<file path="src/rtl/modinv_64.sv">
// rtl/modinv_64.sv - 64-bit modular inverse d = e^-1 mod m by extended Euclid with a bit-serial divider
module modinv_64 (
    input  logic        clk,
    input  logic        rst_n,
    input  logic [31:0] ina,
    input  logic [63:0] inb,
    output logic [63:0] result,
    output logic        ready_n,
    output logic        err
);

    typedef enum logic [2:0] {IDLE, LOAD, DIV, UPD, FIX, DONE} state_t;

    state_t             state_q, state_d;
    logic [63:0]        m_q, m_d;
    logic [63:0]        r0_q, r0_d;
    logic [63:0]        r1_q, r1_d;
    logic [63:0]        rem_q, rem_d;
    logic [63:0]        d_q, d_d;
    logic [5:0]         cnt_q, cnt_d;
    logic signed [65:0] t0_q, t0_d;
    logic signed [65:0] t1_q, t1_d;
    logic signed [65:0] acc_q, acc_d;
    logic [63:0]        result_q, result_d;
    logic               err_q, err_d;
    logic               ready_n_q, ready_n_d;

    logic [63:0] div_num, div_den, div_start;
    logic [6:0]  len_num, len_den;
    logic [5:0]  div_shift;
    logic        sub_ok;

    function automatic logic [6:0] bit_len(input logic [63:0] v);
        logic [6:0] n;
        n = 7'd0;
        for (int i = 0; i < 64; i++) begin
            if (v[i]) n = 7'(i + 1);
        end
        return n;
    endfunction

    // The divisor is pre-aligned to the dividend's top bit so a quotient costs
    // only (len(num) - len(den) + 1) steps instead of a fixed 64.
    always_comb begin
        div_num   = (state_q == LOAD) ? r0_q : r1_q;
        div_den   = (state_q == LOAD) ? r1_q : rem_q;
        len_num   = bit_len(div_num);
        len_den   = bit_len(div_den);
        div_shift = (len_num > len_den) ? 6'(len_num - len_den) : 6'd0;
        div_start = div_den << div_shift;
        sub_ok    = (rem_q >= d_q);
    end

    always_comb begin
        state_d   = state_q;
        m_d       = m_q;
        r0_d      = r0_q;
        r1_d      = r1_q;
        rem_d     = rem_q;
        d_d       = d_q;
        cnt_d     = cnt_q;
        t0_d      = t0_q;
        t1_d      = t1_q;
        acc_d     = acc_q;
        result_d  = result_q;
        err_d     = err_q;
        ready_n_d = ready_n_q;
        case (state_q)
            IDLE: begin
                m_d     = inb;
                r0_d    = inb;
                r1_d    = {32'd0, ina};
                t0_d    = 66'sd0;
                t1_d    = 66'sd1;
                state_d = LOAD;
            end
            LOAD: begin
                if (m_q < 64'd2 || r1_q == 64'd0) begin
                    state_d = FIX;
                end else begin
                    rem_d   = div_num;
                    d_d     = div_start;
                    cnt_d   = div_shift;
                    acc_d   = 66'sd0;
                    state_d = DIV;
                end
            end
            DIV: begin
                // acc accumulates q*t1 in Horner form as quotient bits appear.
                if (sub_ok) rem_d = rem_q - d_q;
                acc_d = (acc_q <<< 1) + (sub_ok ? t1_q : 66'sd0);
                d_d   = d_q >> 1;
                if (cnt_q == 6'd0) state_d = UPD;
                else               cnt_d   = cnt_q - 6'd1;
            end
            UPD: begin
                r0_d = r1_q;
                r1_d = rem_q;
                t0_d = t1_q;
                t1_d = t0_q - acc_q;
                if (rem_q == 64'd0) begin
                    state_d = FIX;
                end else begin
                    rem_d   = div_num;
                    d_d     = div_start;
                    cnt_d   = div_shift;
                    acc_d   = 66'sd0;
                    state_d = DIV;
                end
            end
            FIX: begin
                if (r0_q == 64'd1 && m_q >= 64'd2) begin
                    result_d = t0_q[65] ? (t0_q[63:0] + m_q) : t0_q[63:0];
                    err_d    = 1'b0;
                end else begin
                    result_d = 64'd0;
                    err_d    = 1'b1;
                end
                ready_n_d = 1'b0;
                state_d   = DONE;
            end
            DONE: begin
                state_d = DONE;
            end
            default: state_d = IDLE;
        endcase
    end

    always_ff @(posedge clk or negedge rst_n) begin
        if (!rst_n) begin
            state_q   <= IDLE;
            m_q       <= 64'd0;
            r0_q      <= 64'd0;
            r1_q      <= 64'd0;
            rem_q     <= 64'd0;
            d_q       <= 64'd0;
            cnt_q     <= 6'd0;
            t0_q      <= 66'sd0;
            t1_q      <= 66'sd0;
            acc_q     <= 66'sd0;
            result_q  <= 64'd0;
            err_q     <= 1'b0;
            ready_n_q <= 1'b1;
        end else begin
            state_q   <= state_d;
            m_q       <= m_d;
            r0_q      <= r0_d;
            r1_q      <= r1_d;
            rem_q     <= rem_d;
            d_q       <= d_d;
            cnt_q     <= cnt_d;
            t0_q      <= t0_d;
            t1_q      <= t1_d;
            acc_q     <= acc_d;
            result_q  <= result_d;
            err_q     <= err_d;
            ready_n_q <= ready_n_d;
        end
    end

    assign result  = result_q;
    assign err     = err_q;
    assign ready_n = ready_n_q;

endmodule
</file>
<file path="config.mk">
export PLATFORM = sky130hd
export DESIGN_NAME = modinv_64
export DESIGN_NICKNAME = d
export VERILOG_FILES = /design/src/rtl/modinv_64.sv
export SDC_FILE = /design/constraint.sdc
export NUM_CORES = 2
export LEC_CHECK = 0
export BUFFER_PORTS_ARGS = -buffer_cell sky130_fd_sc_hd__buf_2
export CAP_MARGIN = 40
export CORE_MARGIN = 2
export CORE_UTILIZATION = 55
export CTS_CLUSTER_DIAMETER = 30
export CTS_CLUSTER_SIZE = 40
export DETAILED_ROUTE_END_ITERATION = 12
export PLACE_DENSITY = 0.8
export SYNTH_ARGS = -nofsm -noshare
export SYNTH_HDL_FRONTEND = slang
export SYNTH_SLANG_ARGS = --single-unit
export TNS_END_PERCENT = 1
</file>
<file path="constraint.sdc">
create_clock -name clk -period 6.3 [get_ports clk]
set_clock_uncertainty 0.15 [all_clocks]
set_input_delay 1.26 -clock clk [delete_from_list [all_inputs] [get_ports clk]]
set_output_delay 1.26 -clock clk [all_outputs]
set_load 0.05 [all_outputs]
</file>
# [Word-level counts from Yosys, hierarchy flattened]
# Index checks and enable logic that the tools add are counted.
[classes] magnitude_cmp=4 n_eq_ne=11 muxes=157 addsub=6 shifts=1 n_reduce_logical=12
[op_table] cell="$mux 7" n=123
[op_table] cell="$mux 64" n=9
[op_table] cell="$pmux 64 s3" n=2
[op_table] cell="$pmux 66 s2" n=2
[op_table] cell="$pmux 64 s2" n=2
[op_table] cell="$mux 66" n=3
[op_table] cell="$pmux 66 s3" n=1
[op_table] cell="$logic_not 64->1" n=2
[op_table] cell="$add 66x66->66" n=1
[op_table] cell="$sub 66x66->66" n=1
[op_table] cell="$add 64x64->64" n=1
[op_table] cell="$eq 64x1->1 const B" n=1
[op_table] cell="$ge 64x2->1 const B" n=1
[op_table] cell="$ge 64x64->1" n=1
[op_table] cell="$lt 64x2->1 const B" n=1
[op_table] cell="$shl 64x6->64" n=1
[op_table] cell="$sub 64x64->64" n=1
[op_table] cell="$mux 6" n=4
[op_table] cell="$pmux 6 s3" n=1
[op_table] cell="$pmux 3 s5" n=1
[op_table] cell="$mux 3" n=4
[op_table] cell="$ne 2x2->1 const B" n=5
[op_table] cell="$reduce_and 4->1" n=2
[op_table] cell="$gt 7x7->1" n=1
[op_table] cell="other kinds (15)" n=20
[word_totals] elab_cells=204 in_bits=98 register_bits=593

# [Longest topological paths before layout]
[depth] word_depth=71 mapped_depth=32 mapped_depth_nobuf=25

# [Worst setup path after synthesis]
# No wires, ideal clock.
[synth_path] kind="reg-to-reg" startpoint="register state_q[2]" endpoint="register d_q[49]" n_path_buf=6 setup_slack_ns=0.039 period_less_slack_ns=6.261 required_time_ns=6.017 t_arrival_ns=5.978 path_stages_with_launch=29 setup_time_ns=0.133 cell_sequence="dfrtp_1 -> clkbuf_1 -> nor3b_1 -> buf_2 -> buf_2 -> buf_2 -> buf_2 -> mux2i_1 -> nand4_1 -> a31o_2 -> a21oi_1 -> o211ai_1 -> a31oi_1 -> o22ai_1 -> o221a_2 -> ha_1 -> nor2b_1 -> o21ai_1 -> a21oi_2 -> o21a_4 -> o21ai_4 -> nor3_4 -> buf_6 -> mux4_2 -> mux2i_1 -> mux2i_1 -> mux4_2 -> a21oi_1 -> a21oi_1"
[synth_between] elab_chain_len=71 word_cells_on_any_way=144 classes_between="add/sub: 1; order compare: 1; eq/ne: 5; shift: 1; mux: 134; reduce/logical: 2"
[synth_lines] element="start, declared" line="14" source="state_t state_q, state_d;"
[synth_lines] element="start signal, assigned" line="145" source="state_q <= state_d;"
[synth_lines] element="$eq 3x1->1" line="45, 46, 68"
[synth_lines] element="$mux 64, on equally long branches" line="45, 46"
[synth_lines] element="$mux 1" line="37" source="if (v[i]) n = 7'(i + 1);"
[synth_lines] element="$mux 2 / $mux 7 (equally long branches) (2 in a row)" line="37"
[synth_lines] element="$mux 3 / $mux 7 (equally long branches)" line="37"
[synth_lines] element="$mux 7 (60 in a row)" line="37"
[synth_lines] element="$sub 6x6->6 / $gt 7x7->1 (equally long branches)" line="49" source="div_shift = (len_num > len_den) ? 6'(len_num - len_den) : 6'd0;"
[synth_lines] element="$mux 6" line="49"
[synth_lines] element="$shl 64x6->64" line="50" source="div_start = div_den << div_shift;"
[synth_lines] element="$mux 64, on equally long branches" line="101, 78"
[synth_lines] element="$pmux 64 s3" line="68" source="case (state_q)"
[synth_lines] element="end signal, assigned" line="136" source="d_q <= 64'd0;"
[synth_lines] element="end signal, assigned" line="150" source="d_q <= d_d;"
[synth_lines] element="end, declared" line="19" source="logic [63:0] d_q, d_d;"
# Several ways; a longest one is shown, not always the timed one. The select of a mux whose other input is x is not followed.
# A chain may end at the register's enable or synchronous reset.

# [Worst setup path in the final report]
[layout_path] startpoint="register state_q[1]" endpoint="register d_q[55]"
# Same word-level chain as after synthesis.

==> flow_summary.ini <==
[timing]
setup_tns_ns = -2.38
grt_setup_unrepaired = yes
max_freq_ghz = 0.154
tcrit_tclk_final_pct = 103
tightestPinTransition_ns = 1.03
period_minus_slack_ns = 6.47
final_hold_viol_count = 0
timing.max_slew.rel_slack_pct = 31.3
setup_viol = 34
post-route-worst-setup-slack_ns = -0.175
drv_slew = 0

[clocking]
post_cts_clock_slew_at_the_launch_and_capture_registers_of_the_worst_setup_and_hold_paths_ns = 0.05
tritoncts.num_buffers = 155
clock_tree.buffer_depth = 3
clock_insertion_delay_worst_skew_ns = 0.80
clock_sink_count = 593
post_cts_hold_buffer_count = 0
clock-root-buffer = sky130_fd_sc_hd__clkbuf_16
cts_tree = yes
ctsHtreeMaxLevel = 4

[floorplanning]
placementRows = 105
floorplan.core_area_um2 = 81800
die_boundary_height_um = 291
chipWidth_um = 291
floorplan.die_area_um2 = 84600
starting_density_of_the_core_pct = 55.3
num_io_pins = 164

[global_routing]
grt_pass1_wl_mm = 284
grt_remaining_overflow = 0
global_route.usage.total_pct = 43.6
grt_pass1_vias = 47015
grt_max_degree = 216
antenna_found_initial = 6

[synth]
synth-warning-count = 0
syn_area_um2 = 45300
synth_largest_type_area_fraction_pct = 32.7
synth.net_count = 5827
synth_area_leaders = sky130_fd_sc_hd__dfrtp_1 33%, sky130_fd_sc_hd__ha_1 7.3%, sky130_fd_sc_hd__nand2_1 6.9%
synth_cell_type_count = 93
seq_area_frac_synth_pct = 32.8
async_flop_share_pct = 100
synth.largest_area_cell = sky130_fd_sc_hd__dfrtp_1
synth_enable_flop_cells = 0
synth.cells.most_frequent = 831 x sky130_fd_sc_hd__nand2_1, 592 x sky130_fd_sc_hd__dfrtp_1, 370 x sky130_fd_sc_hd__o21ai_0
syn_inst = 5459
post-synth-top-count-cell = sky130_fd_sc_hd__nand2_1
syn_avg_cell_area_um2 = 8.29
yosys_most_used_dff = sky130_fd_sc_hd__dfrtp_1
synth_seq_cells = 593

[final_layout]
syn_to_final_growth_pct = 29.4
instances_no_fill = 7389
nFillCells = 6133
final_cell_area_um2 = 58600
design.final.nets = 6555
post-route-util_pct = 71.6
post_route_cells_drive_above_1_share_pct = 21.7

[placed_design]
dp.final_hpwl_mm = 137
placement.cell_area_um2 = 51600
finalWeightedCongestion = 1.10
dp_cells = 7048
port-buffer-count = 163

[route]
detail_route.wirelength_mm = 189
via_per_inst = 6.64
drt_first_iter_violations = 6988
post_drt_wl_per_cell_um = 25.6
via_count = 49067
drc_markers = 0
drtPass1Iterations = 10
postRouteAntennaNets = 0

[outcome]
outcome = finished with violations
violations = negative setup slack

[critical_path]
max_stage_delay_ns = 0.43
cp.arrival_ns = 6.97
crit_path_max_fanout = 6
criticalPathCategory = reg2reg
timing.critical_path.slowest_stage_cell = sky130_fd_sc_hd__dfrtp_1
cp-start-kind = flip-flop
cp_data_required_time_ns = 6.79
worstSetupEndpointType = flip-flop

[hold_path]
min_path_type = reg2reg

[job]
drv.max_cap_violation_count = 0
-- cells by family after synthesis --
kind of cell    Yosys count  share of synthesized area, %
buf+inv                 518                          4.45
simple gates           1845                          18.7
fa+ha+maj               270                          7.54
xor+xnor                210                          4.06
mux                     287                          7.10
flops                   593                          32.8
compound gates         1736                          25.4
-- per-layer routing --
metal	part of all wire, %	wire length [um]	track usage [%]
met3	11	20900	9.57
met2	43	81200	64.6
met1	38	71200	56.4
met5	0.025	48	0
met4	8.5	16100	31.2
-- critical path: cells and delay by family (launching register included) --
| family | cells | cell delay (ns) |
|---|---|---|
| multiplexers | 3 | 0.77 |
| adder cells (fa/ha/maj) | 1 | 0.27 |
| buffers and inverters | 4 | 0.68 |
| flip-flops | 1 | 0.43 |
| AND/OR/NAND/NOR | 4 | 0.69 |
| AO/OA/AOI/OAI | 17 | 3.33 |
-- metrics by stage --
stage,setup slack [ns],hold slack (ns)
global placement,-0.163,0.309
floorplan,0.0386,0.299
detailed placement,-0.195,0.316
finish,-0.175,0.324
global route,-0.323,0.354
CTS,-0.0233,0.329
-- cell usage in the layout, fill, tap and decap left out, types with 103 or more instances in the layout --
cell type                   synthesis  routed
sky130_fd_sc_hd__a21o_1           147     147
sky130_fd_sc_hd__a21oi_1          357     340
sky130_fd_sc_hd__a22o_1           103     103
sky130_fd_sc_hd__buf_2             45     170
sky130_fd_sc_hd__buf_4              2     641
sky130_fd_sc_hd__clkbuf_16          0     161
sky130_fd_sc_hd__dfrtp_1          592     591
sky130_fd_sc_hd__ha_1             265     263
sky130_fd_sc_hd__inv_1            228     227
sky130_fd_sc_hd__mux2i_1          227     196
sky130_fd_sc_hd__nand2_1          831     826
sky130_fd_sc_hd__nand3_1          125     122
sky130_fd_sc_hd__nor2_1           336     330
sky130_fd_sc_hd__o21ai_0          370     349
sky130_fd_sc_hd__xnor2_1          125     125
-- final cells by class --
type                            count  area [um2]  share of cell area, %
Antenna cell                        5        12.5                 0.0214
Clock buffer                      188        4230                   7.21
Clock inverter                     96        1410                   2.41
Inverter                          229         861                   1.47
Multi-Input combinational cell   4348       29300                   50.0
Sequential cell                   593       14800                   25.3
Tap cell                         1070        1340                   2.29
Timing Repair Buffer              860        6580                   11.2
-- repair_timing --
item | in CTS | in global routing
pin swaps | 21 | 65
endpoints found under the setup margin | 56 | 88
setup buffers | 17 | 29
gates cloned | 2 | 3
gates resized for setup | 41 | 177
-- flip-flops by register name, indices dropped and copies added (netlist names), 64 cells and up --
| register | cells |
|---|---|
| rem_q | 64 |
| result | 64 |
| d_q | 64 |
| r1_q | 64 |
| acc_q | 66 |
| r0_q | 64 |
| m_q | 64 |
| t1_q | 66 |
| t0_q | 66 |
-- final timing paths --
kind | start | endpoint | slack [ns] | cells after the start
max in group asynchronous | rst_n | t0_q[65] | 4.08 | 2
setup / recovery | state_q[1] | d_q[55] | -0.17 | 29
min in group asynchronous | rst_n | rem_q[14] | 0.42 | 1
hold reg to reg | result[4] | result[4] | 0.32 | 2
setup reg to reg | state_q[1] | d_q[55] | -0.17 | 29
hold / removal | result[4] | result[4] | 0.32 | 2
Power is left out: the tool's default activity adds up to more than one toggle a clock period on the data nets, which glitch-free logic cannot reach.
